--- src/rtl/imem_loader.sv ---
// imem_loader: assembles a little-endian byte stream into instruction words, writes them to
// instruction memory and releases core_reset once loaded. Define IMEM_LOADER_CHECKSUM_EN for the XOR checksum trailer.
module imem_loader #(
  parameter int                         addr_data_width = 32,
  parameter logic [addr_data_width-1:0] BASE_ADDR       = '0,
  parameter int                         DEPTH           = 256
) (
  input  logic                       clk1,
  input  logic                       reset1,
  input  logic                       start,
  input  logic [15:0]                len_words,
  input  logic                       byte_valid,
  input  logic [7:0]                 byte_data,
  output logic                       byte_ready,
  output logic                       imem_we,
  output logic [addr_data_width-1:0] imem_addr,
  output logic [addr_data_width-1:0] imem_wdata,
  output logic                       core_reset,
  output logic                       busy,
  output logic                       load_done,
  output logic                       err,
  output logic [2:0]                 dbg_state
);

  // Handshake: a byte transfers on a rising edge where byte_valid && byte_ready;
  // byte_ready depends only on state, and the source holds byte_data stable while byte_valid is high.
  typedef enum logic [2:0] {IDLE, RECV, WRITE, CHECK, DONE} state_t;

  state_t      r_state;
  state_t      w_next_state;
  logic [15:0] r_len;
  logic [15:0] r_word_idx;
  logic [1:0]  r_byte_idx;
  logic [31:0] r_word;
  logic        r_err;
`ifdef IMEM_LOADER_CHECKSUM_EN
  logic [31:0] r_csum;
  logic [31:0] r_csum_rx;
`endif

  logic w_accept;
  logic w_start_ok;
  logic w_len_zero;
  logic w_len_too_big;
  logic w_last_word;

  assign w_accept      = byte_valid && byte_ready;
  assign w_start_ok    = start && (r_state == IDLE || r_state == DONE);
  assign w_len_zero    = (len_words == 16'd0);
  assign w_len_too_big = int'({16'd0, len_words}) > DEPTH;
  assign w_last_word   = (r_word_idx == r_len - 16'd1);

  always_ff @(posedge clk1) begin
    if (reset1) r_state <= IDLE;
    else        r_state <= w_next_state;
  end

  always_comb begin
    w_next_state = r_state;
    case (r_state)
      IDLE, DONE: begin
        if (start) begin
          if (w_len_zero || w_len_too_big) w_next_state = DONE;
          else                             w_next_state = RECV;
        end
      end
      RECV: begin
        if (w_accept && r_byte_idx == 2'd3) w_next_state = WRITE;
      end
      WRITE: begin
        if (!w_last_word) w_next_state = RECV;
`ifdef IMEM_LOADER_CHECKSUM_EN
        else              w_next_state = CHECK;
`else
        else              w_next_state = DONE;
`endif
      end
      CHECK: begin
`ifdef IMEM_LOADER_CHECKSUM_EN
        if (w_accept && r_byte_idx == 2'd3) w_next_state = DONE;
`else
        w_next_state = IDLE;
`endif
      end
      default: w_next_state = IDLE;
    endcase
  end

  always_ff @(posedge clk1) begin
    if (reset1) begin
      r_len      <= '0;
      r_word_idx <= '0;
      r_byte_idx <= '0;
      r_word     <= '0;
      r_err      <= 1'b0;
`ifdef IMEM_LOADER_CHECKSUM_EN
      r_csum     <= '0;
      r_csum_rx  <= '0;
`endif
    end else begin
      if (w_start_ok) begin
        r_err <= w_len_too_big;
        if (!w_len_zero && !w_len_too_big) begin
          r_len      <= len_words;
          r_word_idx <= '0;
          r_byte_idx <= '0;
`ifdef IMEM_LOADER_CHECKSUM_EN
          r_csum     <= '0;
`endif
        end
      end
      if (w_accept && r_state == RECV) begin
        r_word[{r_byte_idx, 3'b000} +: 8] <= byte_data;
        r_byte_idx                        <= r_byte_idx + 2'd1;
      end
      if (r_state == WRITE) begin
        r_word_idx <= r_word_idx + 16'd1;
`ifdef IMEM_LOADER_CHECKSUM_EN
        r_csum     <= r_csum ^ r_word;
`endif
      end
`ifdef IMEM_LOADER_CHECKSUM_EN
      // The fourth trailer byte is compared directly, without waiting for it to land in r_csum_rx.
      if (w_accept && r_state == CHECK) begin
        r_csum_rx[{r_byte_idx, 3'b000} +: 8] <= byte_data;
        r_byte_idx                           <= r_byte_idx + 2'd1;
        if (r_byte_idx == 2'd3)
          r_err <= ({byte_data, r_csum_rx[23:0]} != r_csum);
      end
`endif
    end
  end

  assign byte_ready = (r_state == RECV) || (r_state == CHECK);
  assign imem_we    = (r_state == WRITE);
  assign imem_addr  = (r_state == WRITE) ?
                      BASE_ADDR + addr_data_width'({r_word_idx, 2'b00}) : '0;
  assign imem_wdata = (r_state == WRITE) ? addr_data_width'(r_word) : '0;
  assign core_reset = (r_state != DONE);
  assign busy       = (r_state == RECV) || (r_state == WRITE) || (r_state == CHECK);
  assign load_done  = (r_state == DONE);
  assign err        = r_err;
  assign dbg_state  = r_state;

endmodule

--- config.mk ---
export PLATFORM = sky130hd
export DESIGN_NAME = imem_loader
export DESIGN_NICKNAME = d
export VERILOG_FILES = /design/src/rtl/imem_loader.sv
export SDC_FILE = /design/constraint.sdc
export NUM_CORES = 1
export LEC_CHECK = 0
export ABC_AREA = 0
export CAP_MARGIN = 0
export CORE_ASPECT_RATIO = 1.4
export CORE_UTILIZATION = 50
export DETAILED_ROUTE_END_ITERATION = 8
export HOLD_SLACK_MARGIN = 0.1
export PLACE_DENSITY = 0.91
export SYNTH_ARGS = -nofsm -noshare
export SYNTH_HDL_FRONTEND = slang
export SYNTH_SLANG_ARGS = --single-unit
--- constraint.sdc ---
create_clock -name clk1 -period 4 [get_ports clk1]
set_input_delay 0.6 -clock clk1 [delete_from_list [all_inputs] [get_ports clk1]]
set_output_delay 0.6 -clock clk1 [all_outputs]
set_load 0.01 [all_outputs]
### Word-level counts from Yosys, hierarchy flattened

Index checks and enable logic that the tools add are counted.
Widths: inputs -> output; s select.

* bits of input ports: 28
* memories: 0
* logic and storage cells: 59
* output and inout port bits: 73
* register bits: 70
* latch bits: 0
* RAM bits: 0
* bits in read-only memories: 0

* muxes and demuxes: 14
* multiply operators: 0
* add/subtract/negate cells: 4
* $lt $le $gt $ge: 1
* reduce and logical (&&, ||, !) cells: 23
* bitwise gates (word level): 0
* equality and inequality tests: 9
* shift-type cells: 2
* div/mod/pow operators: 0

Operators with widths (number)
* $mux 16: 3
* $bwmux 32: 1
* $mux 32: 1
* $shift 8x7->32 const A: 1
* $shiftx 8x7->32: 1
* $mux 18: 1
* $add 16x1->16 const B: 1
* $eq 16x16->1: 1
* $gt 16x9->1 const B: 1
* $logic_not 16->1: 1
* $sub 16x1->16 const B: 1
* $mux 3: 4
* $pmux 3 s3: 1
* $reduce_and 2->1: 4
* $reduce_bool 2->1: 4
* $neg 5->7: 1
* $eq 3x2->1 const B: 2
* $mux 2: 3
* $logic_and 1x1->1: 5
* $logic_or 1x1->1: 5
* $ne 2x2->1 const B: 2
* $eq 3x1->1 const B: 1
* $eq 3x3->1 const B: 1
* $logic_not 3->1: 1
* 5 further kinds: 6

### Depth between registers and ports, before layout

Gate-level depths: netlist of run 1.

* depth in word-level cells: 6
* mapped depth: 8
* depth with buffers taken out: 8

### Worst setup path after synthesis of run 1

No wires, ideal clock.

* kind: in2reg
* start point: input len_words[4]
* end point: register r_word_idx[3]
* arrival time: 2284 ps
* cell stages on the path: 7
* path buffers: 1
* slack: 1584 ps
* setup time: 132 ps
* data required time: 3868 ps
* cell sequence: or4_1 o21a_1 nor4_4 nor2_2 buf_2 nor3b_2 nor3_1

* longest elaborated chain between the ends: 5
* elaborated cells on any way between the ends: 7
* classes of those cells: 1 x order compare; 6 x reduce/logical

RTL lines
* start: declaration: line 11 `input logic [15:0] len_words,`
* $gt 16x9->1 / $logic_not 16->1 (equally long branches): line 50, 49
* $logic_not 1->1: line 103 `if (!w_len_zero && !w_len_too_big) begin`
* $logic_and 1x1->1 *: line 103
* $reduce_bool 2->1 (no source line) *
* $reduce_and 2->1 (no source line) *
* end signal: assignment: line 117 `r_word_idx <= r_word_idx + 16'd1;`
* end: declaration: line 32 `logic [15:0] r_word_idx;`

Mark *: on every way between the ends. The rest lies on a longest branch, timed or not.
A chain may end at the register's enable or synchronous reset.

### Worst setup path in the final report of run 1

* start point: register r_state[0], in the netlist dbg_state[0]
* end point: output imem_wdata[1]

* longest elaborated chain between the ends: 2

RTL lines
* start: declaration: line 29 `state_t r_state;`
* start signal: assignment: line 55 `else r_state <= w_next_state;`
* $eq 3x2->1: line 138 `assign imem_wdata = (r_state == WRITE) ? addr_data_width'(r_word) : '0;`
* $mux 32: line 138
* end: declaration: line 17 `output logic [addr_data_width-1:0] imem_wdata,`

No other way between the ends.

==> results of run 1 <==
## state kept, by name, summed over array words and instances, names as in the netlist
register	count
dbg_state	3
r_word	32
r_word_idx	16
err	1
r_byte_idx	2
r_len	16
## layer usage
metal	wire, um	GRT usage (%)
met1	4100	29.6
met4	274	14.4
met2	5340	47.4
met3	470	5.02
met5	0	0
## cells in the final DEF, fill, tap and decap left out, drive strengths merged, types with 2 or more instances in the layout
cell / n
a211oi: 2
a21oi: 42
a22o: 9
a22oi: 8
a31oi: 4
and2: 59
and3: 3
and4: 2
buf: 8
clkbuf: 12
clkdlybuf4s50: 83
clkinv: 2
conb: 16
dfxtp: 70
ha: 7
inv: 10
mux2i: 11
nand2: 36
nand2b: 3
nand3: 20
nand3b: 3
nand4: 6
nand4b: 2
nor2: 46
nor2b: 5
nor3: 16
nor3b: 3
nor4: 7
o21a: 2
o21ai: 14
o31a: 2
or3: 5
or4: 5
xnor2: 16
xor2: 7
## cells in the mapped netlist, types with 3 or more instances
| library cell | count | area, um2 |
|---|---|---|
| ha_1 | 7 | 87.6 |
| nor3_1 | 16 | 80.1 |
| o21ai_1 | 8 | 40.0 |
| nor2b_1 | 5 | 31.3 |
| a22o_1 | 9 | 78.8 |
| dfxtp_1 | 70 | 1400 |
| xnor2_1 | 16 | 140 |
| a31oi_1 | 4 | 25.0 |
| nand3_1 | 20 | 100 |
| nand3b_1 | 3 | 22.5 |
| nand4_1 | 6 | 37.5 |
| nand2b_1 | 3 | 18.8 |
| a21oi_1 | 42 | 210 |
| clkbuf_1 | 20 | 75.1 |
| a22oi_1 | 8 | 60.1 |
| inv_1 | 10 | 37.5 |
| mux2i_1 | 11 | 110 |
| and2_1 | 59 | 369 |
| and3_1 | 3 | 18.8 |
| or3_1 | 5 | 31.3 |
| or4_1 | 4 | 30.0 |
| xor2_1 | 7 | 61.3 |
| o21ai_0 | 6 | 30.0 |
| nor4_1 | 4 | 25.0 |
| nor2_1 | 45 | 169 |
| buf_4 | 16 | 120 |
| nand2_1 | 36 | 135 |
## area by class of cell
cell class	instances	area (um2)	area share [%]
Clock buffer	12	145	2.99
Inverter	10	37.5	0.774
Sequential cell	70	1400	28.9
Multi-Input combinational cell	370	2240	46.3
Tap cell	97	121	2.50
Timing Repair Buffer	91	888	18.3
Clock inverter	2	10.0	0.207
## cells by family (layout without fill, tap and decap cells)
group | Yosys count | in the layout | synth area share [%]
other | 1 | 16 | 0.0973
AND/OR/NAND/NOR | 224 | 224 | 32.0
AO/OA/AOI/OAI | 89 | 89 | 14.3
flip-flops | 70 | 70 | 36.4
multiplexers | 11 | 11 | 2.86
buffers and inverters | 50 | 115 | 6.88
adder cells (fa/ha/maj) | 7 | 7 | 2.27
XOR/XNOR | 23 | 23 | 5.23
## power breakdown
group          total (mW)  switching [mW]  internal [mW]
Combinational      0.0714          0.0378         0.0336
Sequential          0.701         0.00227          0.698
Clock               0.483           0.249          0.233
Total                1.25           0.289          0.965
## worst min-delay path by stage
stage | endpoint | slack (ns) | cells after the start
floorplan | r_word[0] | 0.43 | 2
global placement | r_word[1] | 0.43 | 2
detailed placement | r_word[1] | 0.44 | 2
CTS | r_word[1] | 0.45 | 2
global route | r_word[20] | 0.47 | 2
finish | r_word[1] | 0.45 | 2
## metrics by stage
stage	worst slack [ns]	hold WS, ns	util (%)	cell area [um2]	power (mW)
after floorplan	1.58	0.427	-	3910	0.754
after global placement	1.03	0.434	63.3	4690	0.785
after detailed placement	0.944	0.442	63.3	4690	0.787
after CTS	0.886	0.454	65.4	4850	1.26
after global routing	0.741	0.473	65.4	4850	1.30
final	0.869	0.452	65.4	4850	1.25
## worst max-delay path, cell delays in order, from the launching register on
cell and delay, ns:
dfxtp_1 0.37, nand2b_1 0.17, or2_2 0.44, inv_1 0.12
buf_4 0.30, and2_1 0.21, clkdlybuf4s50_1 0.55
==> flow_metrics.tcl, run 1 <==
set metrics [dict create \
    status "finished clean" \
    dp_hpwl_um 7300 \
    core_um2 7410 \
    period_needed_ns 3.13 \
    power.leakage_nw 1.79 \
    rsz0062_at_grt "false" \
    maxCapViolCount 0 \
    grt_pass1_vias 3583 \
    clk_latency_ns 0.35 \
    die_y_um 106 \
    synthArstFlopShare_pct 0 \
    fin_crit_sh_pct 78.3 \
    place_inst 638 \
    wl_per_cell_um 15.6 \
    grt_pass1_wl_um 17100 \
    start_util_pct 52.0 \
    fmax_mhz 319 \
    setup_tns_ns 0 \
    dieArea_um2 8070 \
    finalSetupViolations 0 \
    crit_type "flip-flop to output port" \
    reg2reg_to "dbg_state[0]" \
    grt-ovfl-total 0 \
    gp_congestion 0.856 \
    vias 3660 \
    port_buffers 84 \
    cts-resized-gates 0 \
    postCtsHoldBufs 0 \
    final-max-slew-violation-count 0 \
    fillers 612 \
    reg2reg_slack_ns 1.48 \
    ant_nets 0 \
    num_rows 37 \
    io_pins 101 \
    synth.avg_cell_area_um2 8.11 \
    wl_um 10200 \
    arrival_ns 2.53 \
    synth-seq-cells 70 \
    cts_tree "done" \
    synthCells 475 \
    yosys_warnings 0 \
    cp_max_fo 37 \
    ys.flop_type "dfxtp_1" \
    cts-buffers-inserted 9 \
    powerDensity_nw_per_um2 259 \
    hold_violations 0 \
    insertedDiodeCount 0 \
    ys_seq_area_share_pct 36.4 \
    critPathRequiredTime_ns 3.40 \
    fin_skew_ns 0.00525 \
    relSlewSlack_pct 30.8 \
    cts_sinks 70 \
    nets 587 \
    area_delta_synth_final_pct 25.8 \
    synth_edf_count 0 \
    drt_iter0_drc 319 \
    hold_path_class "flip-flop to flip-flop" \
    clock-root-buffer "clkbuf_8" \
    netlist_area_um2 3850 \
    cts_buffer_depth 2 \
    grt_util_all_layers_pct 26.6 \
    crit_end "imem_wdata[1]" \
    r2r-start "r_len[0]" \
    fin_cells 652 \
    htree_levels 3 \
    hold_path_startpoint "r_word[1]" \
    clk_pin_slew_worst_paths_ns 0.07 \
    die_w_um 76.2 \
    reg2reg_depth 8 \
    startpoint_type "flip-flop" \
    worstMarginPinSlew_ns 1.03 \
    antenna_found_initial 0 \
    grt_max_degree 38 \
    dr.pass1.iters 5 \
    layout-drive-gt1-share_pct 5.23 \
    ir_worst_vdd_v 0.000185 \
    yosysUniqueCellTypes 50 \
    startpoint "dbg_state[0]" \
    end_kind "output port" \
    post-cts-setup-buffer-count 0 \
    drc 0 \
    via_per_inst 5.61 \
]
No activity file was read; power rests on OpenSTA's default activity.
==> inputs of run 2 (changes only) <==
CORE_UTILIZATION = 49   (was 50)
PLACE_DENSITY = 0.89   (was 0.91)
clock period = 3.01 ns   (was 4 ns; I/O delays follow)
==> flow_metrics.tcl, run 2 (same netlist as run 1, synthesis figures left out) <==
set metrics [dict create \
    status "finished clean" \
    dp_hpwl_um 7150 \
    powerDensity_nw_per_um2 380 \
    grt_pass1_vias 3460 \
    clock-root-buffer "clkbuf_8" \
    grt_max_degree 59 \
    critPathRequiredTime_ns 2.56 \
    dieArea_um2 8230 \
    power.leakage_nw 1.83 \
    fin_crit_sh_pct 91.0 \
    die_w_um 77.0 \
    cts_sinks 70 \
    power.switching_mw 0.398 \
    power.internal_mw 1.48 \
    via_per_inst 5.45 \
    final-max-slew-violation-count 0 \
    reg2reg_depth 8 \
    fillers 625 \
    reg_top3 "r_word (32), r_len (16), r_word_idx (16)" \
    area_delta_synth_final_pct 28.2 \
    fin_skew_ns 0.00524 \
    vias 3572 \
    drt_iter0_drc 196 \
    num_rows 37 \
    area.sequential_um2 1400 \
    wl_per_cell_um 14.9 \
    clk_latency_ns 0.34 \
    hold_path_class "flip-flop to flip-flop" \
    ant_nets 0 \
    setup_tns_ns 0 \
    cp_max_fo 58 \
    largest_register "r_word" \
    layout-drive-gt1-share_pct 5.91 \
    core_um2 7500 \
    cts_buffer_depth 2 \
    period_needed_ns 2.74 \
    cts_tree "done" \
    ir_worst_vdd_v 0.000265 \
    power_frac_clock_pct 45.4 \
    grt-ovfl-total 0 \
    cts-resized-gates 0 \
    reg2reg_slack_ns 0.46 \
    start_util_pct 51.4 \
    dr.pass1.iters 4 \
    reg2reg_to "dbg_state[0]" \
    largest_reg_flops 32 \
    mostFrequentLayoutCell "clkdlybuf4s50_1" \
    drc 0 \
    startpoint "dbg_state[0]" \
    cts-buffers-inserted 9 \
    io_pins 101 \
    post-cts-setup-buffer-count 0 \
    power_mw 1.88 \
    switching_share_pct 21.2 \
    antenna_found_initial 0 \
    arrival_ns 2.29 \
    finalSetupViolations 0 \
    fmax_mhz 365 \
    worstMarginPinSlew_ns 0.704 \
    layout_common_cells "clkdlybuf4s50_1 (83), dfxtp_1 (70), and2_1 (59), nor2_1 (45), a21oi_1 (42)" \
    combPwrFrac_pct 5.0 \
    seqPwrFrac_pct 49.6 \
    end_kind "output port" \
    die_y_um 107 \
    gp_congestion 0.841 \
    nets 589 \
    hold_violations 0 \
    multi_input_area_um2 2240 \
    rsz0062_at_grt "false" \
    wl_um 9780 \
    startpoint_type "flip-flop" \
    insertedDiodeCount 0 \
    clk_pin_slew_worst_paths_ns 0.07 \
    maxCapViolCount 0 \
    crit_type "flip-flop to output port" \
    postCtsHoldBufs 0 \
    r2r-start "r_len[0]" \
    grt_pass1_wl_um 15600 \
    grt_util_all_layers_pct 23.8 \
    htree_levels 3 \
    port_buffers 84 \
    crit_end "imem_wdata[0]" \
    relSlewSlack_pct 53.1 \
]
[run 2: cell types whose count changed in the layout (fill, tap and decap cells not counted), sizes merged]
cell      delta
buf          +2
bufinv       +2
clkinv       -2
clkinvlp     +1
[run 2: worst min-delay path by stage]
stage / endpoint / from / cells after the start / slack (ns)
after global placement: r_word[0] / r_word[0] / 2 / 0.44
after CTS: r_word[0] / r_word[0] / 2 / 0.45
final: r_word[0] / r_word[0] / 2 / 0.45
after floorplan: r_word[0] / r_word[0] / 2 / 0.43
after global routing: r_word[0] / r_word[0] / 2 / 0.47
after detailed placement: r_word[0] / r_word[0] / 2 / 0.44
[run 2: stage by stage]
stage	worst slack [ns]	hold WS (ns)	util, %	std cells	cell area (um2)
finish	0.271	0.450	65.9	655	4940
global route	0.138	0.468	65.9	655	4940
CTS	0.262	0.450	65.9	655	4940
detailed placement	0.123	0.443	62.9	640	4720
global placement	0.198	0.435	62.9	640	4720
floorplan	0.743	0.427	-	490	3910
[run 2: layout make-up]
type	count	area share [%]
Clock inverter	3	1.37
Clock buffer	12	3.14
Timing Repair Buffer	93	18.5
Inverter	10	0.759
Tap cell	97	2.46
Sequential cell	70	28.4
Multi-Input combinational cell	370	45.4
[run 2: routing by layer]
metal  track usage, %  part of all wire (%)  vias to the layer above
met2             43.2                    52                      112
li1                 -                     -                     1768
met5                0                     0                        -
met1             24.8                    40                     1658
met3             4.00                   4.2                       34
met4             16.2                   4.0                        0
[run 2: critical path: stages (launching register included)]
cell             delay [ns]
dfxtp_1                0.38
nand2b_1               0.18
or2_2                  0.32
inv_1                  0.11
buf_12                 0.23
and2_1                 0.19
clkdlybuf4s50_1        0.54
[run 2: power groups by stage]
stage / logic, mW / registers [mW] / clock network (mW)
CTS: 0.0940 / 0.931 / 0.858
floorplan: 0.0498 / 0.952 / 0
global placement: 0.0917 / 0.952 / 0
global route: 0.101 / 0.931 / 0.908
finish: 0.0948 / 0.931 / 0.852
detailed placement: 0.0939 / 0.952 / 0
